File: config.mk
export PLATFORM = sky130hd
export DESIGN_NAME = cdb_arbiter
export DESIGN_NICKNAME = d
export VERILOG_FILES = /design/src/rtl/cdb_arbiter_pkg.sv /design/src/rtl/cdb_fifo.sv /design/src/rtl/cdb_arbiter.sv
export SDC_FILE = /design/constraint.sdc
export NUM_CORES = 1
export LEC_CHECK = 0
export ABC_AREA = 1
export BUFFER_PORTS_ARGS = -buffer_cell sky130_fd_sc_hd__buf_2
export CORE_MARGIN = 5
export CORE_UTILIZATION = 51
export DETAILED_ROUTE_END_ITERATION = 7
export GPL_TIMING_DRIVEN = 0
export PLACE_DENSITY = 0.73
export SETUP_SLACK_MARGIN = 0.4
export SLEW_MARGIN = 20
export SYNTH_ARGS = -nofsm -noshare
export SYNTH_HDL_FRONTEND = slang
export SYNTH_HIERARCHICAL = 1
export SYNTH_SLANG_ARGS = --single-unit
File: constraint.sdc
create_clock -name clk -period 3.95 [get_ports clk]
set_input_delay 0.79 -clock clk [delete_from_list [all_inputs] [get_ports clk]]
set_output_delay 0.79 -clock clk [all_outputs]
set_load 0.01 [all_outputs]
File: src/rtl/cdb_arbiter_pkg.sv
// Shared definitions for the common-data-bus arbiter.
// Holds source encodings and the ROB tag sizing used for defaults.
package cdb_arbiter_pkg;

    localparam int ROB_SZ_LOG = 4;

    localparam logic CDB_SRC_ALU = 1'b0;
    localparam logic CDB_SRC_LSB = 1'b1;

    localparam int CDB_DATA_W = 32;

    typedef enum logic {
        SRC_ALU = CDB_SRC_ALU,
        SRC_LSB = CDB_SRC_LSB
    } cdb_src_e;

endpackage

File: src/rtl/cdb_fifo.sv
// Per-source result buffer: small FIFO of {tag, data} beats.
// Ports: clk/rst, i_push + i_tag/i_data, i_pop, i_clear; o_head_*, o_count.
module cdb_fifo
    import cdb_arbiter_pkg::*;
#(
    parameter int TAG_W = 5,
    parameter int DEPTH = 2
) (
    input  logic                    clk,
    input  logic                    rst,
    input  logic                    i_push,
    input  logic [TAG_W-1:0]        i_tag,
    input  logic [CDB_DATA_W-1:0]   i_data,
    input  logic                    i_pop,
    input  logic                    i_clear,
    output logic [TAG_W-1:0]        o_head_tag,
    output logic [CDB_DATA_W-1:0]   o_head_data,
    output logic [$clog2(DEPTH):0]  o_count
);

    localparam int PTR_W = $clog2(DEPTH);
    localparam int CNT_W = $clog2(DEPTH) + 1;

    logic [TAG_W-1:0]      r_tag  [DEPTH];
    logic [CDB_DATA_W-1:0] r_data [DEPTH];
    logic [PTR_W-1:0]      r_wptr;
    logic [PTR_W-1:0]      r_rptr;
    logic [CNT_W-1:0]      r_count;

    // Caller guarantees no push when full and no pop when empty.
    // DEPTH is a power of two, so pointers wrap naturally.
    always_ff @(posedge clk) begin
        if (rst || i_clear) begin
            r_wptr  <= '0;
            r_rptr  <= '0;
            r_count <= '0;
        end else begin
            if (i_push) begin
                r_tag[r_wptr]  <= i_tag;
                r_data[r_wptr] <= i_data;
                r_wptr         <= r_wptr + PTR_W'(1);
            end
            if (i_pop) begin
                r_rptr <= r_rptr + PTR_W'(1);
            end
            case ({i_push, i_pop})
                2'b10:   r_count <= r_count + CNT_W'(1);
                2'b01:   r_count <= r_count - CNT_W'(1);
                default: r_count <= r_count;
            endcase
        end
    end

    assign o_head_tag  = r_tag[r_rptr];
    assign o_head_data = r_data[r_rptr];
    assign o_count     = r_count;

endmodule

File: src/rtl/cdb_arbiter.sv
// Common data bus arbiter: buffers ALU and load results, broadcasts one per cycle.
// Ports: clk/rst/rdy/flush, alu_*/lsb_* valid-ready sources, cdb_* registered broadcast.
module cdb_arbiter
    import cdb_arbiter_pkg::*;
#(
    parameter int TAG_W      = ROB_SZ_LOG + 1,
    parameter int FIFO_DEPTH = 2
) (
    input  logic                  clk,
    input  logic                  rst,
    input  logic                  rdy,
    input  logic                  flush,
    input  logic                  alu_valid,
    input  logic [TAG_W-1:0]      alu_tag,
    input  logic [CDB_DATA_W-1:0] alu_data,
    output logic                  alu_ready,
    input  logic                  lsb_valid,
    input  logic [TAG_W-1:0]      lsb_tag,
    input  logic [CDB_DATA_W-1:0] lsb_data,
    output logic                  lsb_ready,
    output logic                  cdb_valid,
    output logic                  cdb_src,
    output logic [TAG_W-1:0]      cdb_tag,
    output logic [CDB_DATA_W-1:0] cdb_data
);

    localparam int CNT_W = $clog2(FIFO_DEPTH) + 1;

    logic [CNT_W-1:0]      w_alu_cnt;
    logic [CNT_W-1:0]      w_lsb_cnt;
    logic [TAG_W-1:0]      w_alu_htag;
    logic [TAG_W-1:0]      w_lsb_htag;
    logic [CDB_DATA_W-1:0] w_alu_hdata;
    logic [CDB_DATA_W-1:0] w_lsb_hdata;
    logic                  w_alu_ne;
    logic                  w_lsb_ne;
    logic                  w_active;
    logic                  w_clear;
    logic                  w_alu_push;
    logic                  w_lsb_push;
    logic                  w_pop_alu;
    logic                  w_pop_lsb;
    cdb_src_e              w_prio_nxt;

    cdb_src_e              r_prio;
    logic                  r_cdb_valid;
    logic                  r_cdb_src;
    logic [TAG_W-1:0]      r_cdb_tag;
    logic [CDB_DATA_W-1:0] r_cdb_data;

    assign w_alu_ne = (w_alu_cnt != '0);
    assign w_lsb_ne = (w_lsb_cnt != '0);
    assign w_active = rdy && !flush;
    assign w_clear  = rdy && flush;

    // Readiness depends only on occupancy, never on the valids.
    assign alu_ready = rdy && (w_alu_cnt < CNT_W'(FIFO_DEPTH));
    assign lsb_ready = rdy && (w_lsb_cnt < CNT_W'(FIFO_DEPTH));

    assign w_alu_push = alu_valid && alu_ready && !flush;
    assign w_lsb_push = lsb_valid && lsb_ready && !flush;

    // Round-robin only rotates when both sources contend.
    always_comb begin
        w_pop_alu  = 1'b0;
        w_pop_lsb  = 1'b0;
        w_prio_nxt = r_prio;
        if (w_active) begin
            case ({w_alu_ne, w_lsb_ne})
                2'b11: begin
                    if (r_prio == SRC_ALU) begin
                        w_pop_alu  = 1'b1;
                        w_prio_nxt = SRC_LSB;
                    end else begin
                        w_pop_lsb  = 1'b1;
                        w_prio_nxt = SRC_ALU;
                    end
                end
                2'b10:   w_pop_alu = 1'b1;
                2'b01:   w_pop_lsb = 1'b1;
                default: ;
            endcase
        end
    end

    cdb_fifo #(
        .TAG_W (TAG_W),
        .DEPTH (FIFO_DEPTH)
    ) u_alu_fifo (
        .clk         (clk),
        .rst         (rst),
        .i_push      (w_alu_push),
        .i_tag       (alu_tag),
        .i_data      (alu_data),
        .i_pop       (w_pop_alu),
        .i_clear     (w_clear),
        .o_head_tag  (w_alu_htag),
        .o_head_data (w_alu_hdata),
        .o_count     (w_alu_cnt)
    );

    cdb_fifo #(
        .TAG_W (TAG_W),
        .DEPTH (FIFO_DEPTH)
    ) u_lsb_fifo (
        .clk         (clk),
        .rst         (rst),
        .i_push      (w_lsb_push),
        .i_tag       (lsb_tag),
        .i_data      (lsb_data),
        .i_pop       (w_pop_lsb),
        .i_clear     (w_clear),
        .o_head_tag  (w_lsb_htag),
        .o_head_data (w_lsb_hdata),
        .o_count     (w_lsb_cnt)
    );

    // Tag/data hold their last value when idle; only valid matters then.
    always_ff @(posedge clk) begin
        if (rst) begin
            r_prio      <= SRC_ALU;
            r_cdb_valid <= 1'b0;
            r_cdb_src   <= CDB_SRC_ALU;
            r_cdb_tag   <= '0;
            r_cdb_data  <= '0;
        end else if (rdy) begin
            if (flush) begin
                r_prio      <= SRC_ALU;
                r_cdb_valid <= 1'b0;
            end else begin
                r_prio      <= w_prio_nxt;
                r_cdb_valid <= w_pop_alu || w_pop_lsb;
                if (w_pop_alu) begin
                    r_cdb_src  <= CDB_SRC_ALU;
                    r_cdb_tag  <= w_alu_htag;
                    r_cdb_data <= w_alu_hdata;
                end else if (w_pop_lsb) begin
                    r_cdb_src  <= CDB_SRC_LSB;
                    r_cdb_tag  <= w_lsb_htag;
                    r_cdb_data <= w_lsb_hdata;
                end
            end
        end
    end

    assign cdb_valid = r_cdb_valid;
    assign cdb_src   = r_cdb_src;
    assign cdb_tag   = r_cdb_tag;
    assign cdb_data  = r_cdb_data;

    // Tag 0 means "no producer" and must never be offered as a result.
    a_alu_tag_nz: assert property (
        @(posedge clk) disable iff (rst) !(alu_valid && alu_tag == '0)
    ) else $error("alu beat offered with tag 0");

    a_lsb_tag_nz: assert property (
        @(posedge clk) disable iff (rst) !(lsb_valid && lsb_tag == '0)
    ) else $error("lsb beat offered with tag 0");

endmodule

After elaboration in Yosys (flattened, before gate mapping):

Memories as Yosys holds them, arrays and structs flattened. A register that Yosys moved wholly into a read port is not among the register bits.
Cells that the tools add are included.

* flip-flop bits (word level): 48
* output and inout bits: 41
* memories kept: 4
* word-level logic and storage cells: 85
* bits in writable memories: 148
* bits of input ports: 80

* bitwise operators: 1
* $lt $le $gt $ge: 2
* multiplexer cells: 32
* add/sub/neg operators: 8
* equality and inequality tests: 7
* reductions and logical operators: 20

Memory list
* u_alu_fifo.r_data: depth 2, bits a word 32, rd ports 1, clocked after Yosys merged registers in 1, wr ports 1, line cdb_fifo.sv:25 `logic [CDB_DATA_W-1:0] r_data [DEPTH];`
* u_lsb_fifo.r_data: depth 2, bits a word 32, rd ports 1, clocked after Yosys merged registers in 1, wr ports 1, line cdb_fifo.sv:25
* u_alu_fifo.r_tag: depth 2, bits a word 5, rd ports 1, clocked after Yosys merged registers in 1, wr ports 1, line cdb_fifo.sv:24 `logic [TAG_W-1:0] r_tag [DEPTH];`
* u_lsb_fifo.r_tag: depth 2, bits a word 5, rd ports 1, clocked after Yosys merged registers in 1, wr ports 1, line cdb_fifo.sv:24

Operators with widths (count)
* $mux W32: 2
* $mux W1: 24
* $reduce_bool A2 Y1: 7
* $mux W5: 2
* $eq A2 B2 Y1 const B: 4
* $logic_and A1 B1 Y1: 8
* $pmux W2 S2: 2
* $eq A2 B1 Y1 const B: 3
* $reduce_and A3 Y1: 2
* $add A1 B1 Y1 const B: 4
* $add A2 B1 Y2 const B: 2
* $lt A2 B2 Y1 const B: 2
* $pmux W1 S2: 2
* $sub A2 B1 Y2 const B: 2
* $logic_or A1 B1 Y1: 2
* $logic_not A1 Y1: 1
* $not A1 Y1: 1

Longest topological paths before layout:

* depth in word-level cells: 7
* gate-level depth with buffers: 12
* mapped depth without buffers: 11

Modules after synthesis:

The synthesis kept the hierarchy.

Modules (own cells, without submodules)
* cdb_fifo: cells an instance 147, times used 2, area an instance 3045.4 um^2, seq. area each 2322.2 um^2
* cdb_arbiter: cells an instance 361, times used 1, area an instance 2233.4 um^2, seq. area each 800.8 um^2

Least setup slack after synthesis:

No wires, ideal clock.

* path type: input to register
* from: input port rdy
* to: memory u_alu_fifo.r_data[1][0], enable pin
* arrival time: 3.859 ns
* library setup time: 0.477 ns
* cell stages on the path: 6
* path buffers: 0
* slack: -0.387 ns
* required time: 3.473 ns
* cell sequence: inv_1 > nor2_1 > nand2_1 > nor2_1 > inv_1 > nor3_1

* longest elaborated chain between the ends: 6
* elaborated cells on any way between the ends: 8
* those cells by class: 3 x mux; 5 x reduce/logical

Ends and longest elaborated chain
* start, declared: line cdb_arbiter.sv:11 `input logic rdy,`
* $logic_and A1 B1 Y1: line cdb_arbiter.sv:57 `assign alu_ready = rdy && (w_alu_cnt < CNT_W'(FIFO_DEPTH));`
* named net alu_ready: line cdb_arbiter.sv:16 `output logic alu_ready,`
* $logic_and A1 B1 Y1 (2 in series): line cdb_arbiter.sv:60 `assign w_alu_push = alu_valid && alu_ready && !flush;`
* named net w_alu_push: line cdb_arbiter.sv:39 `logic w_alu_push;`
* $mux W1: line cdb_fifo.sv:38 `if (i_push) begin`
* $mux W1: line cdb_fifo.sv:33 `if (rst || i_clear) begin`
* $mux W1 (not written as such): line cdb_fifo.sv:40 `r_data[r_wptr] <= i_data;`
* end, declared: line cdb_fifo.sv:25

The timed path passes the listed nets, and every way through them passes these cells.

Final worst setup path:

* from: input port rdy
* to: memory u_lsb_fifo.r_data[1][6], enable pin

* longest elaborated chain between the ends: 6
* elaborated cells on any way between the ends: 8
* those cells by class: 3 x mux; 5 x reduce/logical

Ends and longest elaborated chain
* $logic_and A1 B1 Y1: line cdb_arbiter.sv:58 `assign lsb_ready = rdy && (w_lsb_cnt < CNT_W'(FIFO_DEPTH));`
* $logic_and A1 B1 Y1 (2 in series): line cdb_arbiter.sv:61 `assign w_lsb_push = lsb_valid && lsb_ready && !flush;`
* named net w_lsb_push: line cdb_arbiter.sv:40 `logic w_lsb_push;`
* $mux W1: line cdb_fifo.sv:38
* $mux W1: line cdb_fifo.sv:33
* $mux W1 (not written as such): line cdb_fifo.sv:40
* end, declared: line cdb_fifo.sv:25

The timed path passes the listed nets, and every way through them passes these cells.

==> metrics.txt <==
status finished clean; Buffers & Inverters on Critical Path 5; Yosys top cell area share 53.4%; crit-path leading delay family simple AND/OR/NAND/NOR gates; CTS tree done; setup TNS 0 ns; GRT Overall Usage 19.1%; Via Count 5256; RSZ-0062 raised after global routing no; Pre-Repair DR Iteration Count 4; nature of the critical path endpoint flop; sequential cell area fraction in the yosys report 65.4%; Post-synth EDFFs 148; post-cts sizing count 0; hold_buf cts 0; worst r2r src u_lsb_fifo/o_count[1]$_SDFFE_PP0P_; # DRC 0; post-CTS setup buffer count 0; DP Worst Slack 0.997 ns; routed len/inst 16.9 um; Hold Vio Cnt, Final 0; Max Cap Viol 0; Worst Reg-to-Reg Cells 7; max-slew violations 0; die extent in y 138 um; clk_lat worst skew 0.43 ns; Crit Path Category input pin to flop; Max IR drop VDD 303 uV; Worst path slowest cell nor3_4; CP Data Arrival Time 2.64 ns; largest net degree at the start of global routing 26; layout cell share with drive strength beyond 1 32.7%; Routed WL 17.4 mm; mean post-synth cell area 12.7 um2; Async SR Flop Fraction 0%; critical path depth 9; Worst Path Required 4.08 ns; Post-synth top cells 148 x edfxtp_1, 97 x nor2_1, 60 x inv_1, 60 x mux2_4, 54 x nand2_1; yosys warns 6; Hold Crit Class flop to flop; Layout Nets 882; die width 138 um; placeable core area 15900 um2; worst r2r dst u_lsb_fifo/r_data[1][6]$_DFFE_PP_; final instance area 9930 um2; Clock Sinks 198; Slew @ Worst Pin 0.818 ns; Initial Utilization 52.2%; vias in the first global route 5530; PD cells 419 nW/um2; # rows 46; Synth Cell Area 8320 um2; dpl hpwl 12.7 mm; Clock Tree Root clkbuf_16; clock transition at the registers of the reported paths 0.06 ns; Setup crit end u_lsb_fifo/r_data[1][6]$_DFFE_PP_; clock buffer count from CTS 17; CP Cell Sequence buf_2 -> inv_1 -> nor2_1 -> nand2_1 -> nor2_1 -> inv_1 -> nor3_4 -> buf_8 -> buf_8; Worst Path Max Fanout 16; H-tree levels 4; vias per std cell 5.10; final setup fails 0; fillers 1281; Synthesized Nets 737; Area contributors post-synth edfxtp_1 53%, dfxtp_1 12%, mux2_4 11%; ANT nets after route 0; Cell variety after synth 25; CP max stage delay 0.60 ns; die area 19000 um2; leak pwr 0.00395 uW; commonest register cell after synthesis edfxtp_1; Achievable Freq 399 MHz; flop2flop setup slack 1.66 ns; initial drt markers 268; Startpoint Class input pin; Tmin final 2.51 ns; gr ovfl total 0; top-count cell post-synth edfxtp_1; max_slew headroom 45.3%; Cells after Synth 655; Layout area overhead 19.3%; Placed Area 9350 um2; final worst-path cycle share 63.5%; initial antenna violation count 1; first-pass GRT wire length 27.4 mm; Yosys top cell by area edfxtp_1; GPL Wtd Cong 0.797; Worst Skew 0.00768 ns; clk buf depth 2; Seq cells post-synth 198; Final WS setup 1.44 ns; PortBufs 120; CP startpoint rdy; # IOs 121
## layout by cell type, fill, tap and decap left out, types with 2 or more instances in the layout
cell type	synthesis	final
edfxtp_1	148	148
buf_2	8	128
nor2_1	97	95
inv_1	60	60
mux2_4	60	60
nand2_1	54	54
dfxtp_1	50	50
a21oi_1	42	42
nand3_1	38	38
o21ai_0	31	31
clkbuf_16	0	20
mux2_2	14	14
o21ai_1	10	10
buf_4	10	10
clkbuf_1	8	9
buf_12	6	8
buf_6	4	4
nand4_1	3	3
clkinv_2	0	3
clkinvlp_4	0	3
clkinv_4	0	3
buf_8	0	3
nor2_2	2	2
nor2_4	0	2
nor3_4	0	2
xnor2_1	2	2
ha_1	2	2
## layer usage
metal | track usage, % | vias to the layer above | part of all wire [%]
li1 | - | 2549 | -
met1 | 24.3 | 2544 | 43
met5 | 0 | - | 0.12
met2 | 32.2 | 135 | 49
met4 | 6.92 | 2 | 1.8
met3 | 4.49 | 26 | 6.0
## registers in the layout, indices dropped and copies added (netlist names), named ones only
name / count
u_alu_fifo/r_data: 64
u_lsb_fifo/r_data: 64
cdb_data: 32
u_alu_fifo/r_tag: 10
u_lsb_fifo/r_tag: 10
cdb_tag: 5
u_alu_fifo/o_count: 2
u_lsb_fifo/o_count: 2
cdb_src: 1
cdb_valid: 1
r_prio: 1
u_alu_fifo/r_rptr: 1
u_alu_fifo/r_wptr: 1
u_lsb_fifo/r_rptr: 1
u_lsb_fifo/r_wptr: 1
## final cells by class
class	instances	area, um2	area share [%]
Timing Repair Buffer	126	713	7.18
Clock inverter	10	67.6	0.680
Antenna cell	1	2.50	0.0252
Tap cell	216	270	2.72
Sequential cell	198	5450	54.8
Multi-Input combinational cell	361	2380	24.0
Inverter	60	225	2.27
Clock buffer	22	518	5.21
Buffer	36	310	3.12
## worst min-delay path, stage by stage (launching register included)
cell     delay, ns
dfxtp_1       0.31
nand2_1       0.06
a21oi_1       0.06
## stage by stage
stage                     utilization [%]  hold WS (ns)  std cells  total power, uW
final                                62.3         0.469       1030             4160
after global routing                 62.3         0.495       1029             4300
after CTS                            62.3         0.467       1029             4190
after detailed placement             58.6         0.457        997             2550
after global placement               57.7         0.448        991             2540
after floorplan                         -         0.444        655             2440
## power breakdown
| group | internal, uW | switching [uW] | total (uW) | leakage (uW) |
|---|---|---|---|---|
| registers | 2270 | 15.8 | 2280 | 0.00174 |
| logic | 99.6 | 122 | 221 | 0.00193 |
| clock network | 933 | 726 | 1660 | 0.000281 |
| total | 3300 | 863 | 4160 | 0.00395 |
## cells by family after synthesis
logic type	count (synthesis)	synth area share [%]
compound gates	86	5.26
buf+inv	96	6.43
mux	74	12.7
simple gates	197	9.66
xor+xnor	2	0.210
flops	198	65.4
fa+ha+maj	2	0.301
## worst min path at each step
stage | startpoint | to | slack (ns) | cells after the start
after global routing | u_alu_fifo/r_wptr$_SDFFE_PP0P_ | u_alu_fifo/r_wptr$_SDFFE_PP0P_ | 0.50 | 2
after floorplan | u_alu_fifo/r_wptr$_SDFFE_PP0P_ | u_alu_fifo/r_wptr$_SDFFE_PP0P_ | 0.44 | 2
after detailed placement | u_lsb_fifo/r_wptr$_SDFFE_PP0P_ | u_lsb_fifo/r_wptr$_SDFFE_PP0P_ | 0.46 | 2
after global placement | cdb_src$_SDFFE_PP0P_ | cdb_src$_SDFFE_PP0P_ | 0.45 | 2
final | u_lsb_fifo/r_wptr$_SDFFE_PP0P_ | u_lsb_fifo/r_wptr$_SDFFE_PP0P_ | 0.47 | 2
after CTS | u_lsb_fifo/r_wptr$_SDFFE_PP0P_ | u_lsb_fifo/r_wptr$_SDFFE_PP0P_ | 0.47 | 2
Power figures use the tool's default switching activity.
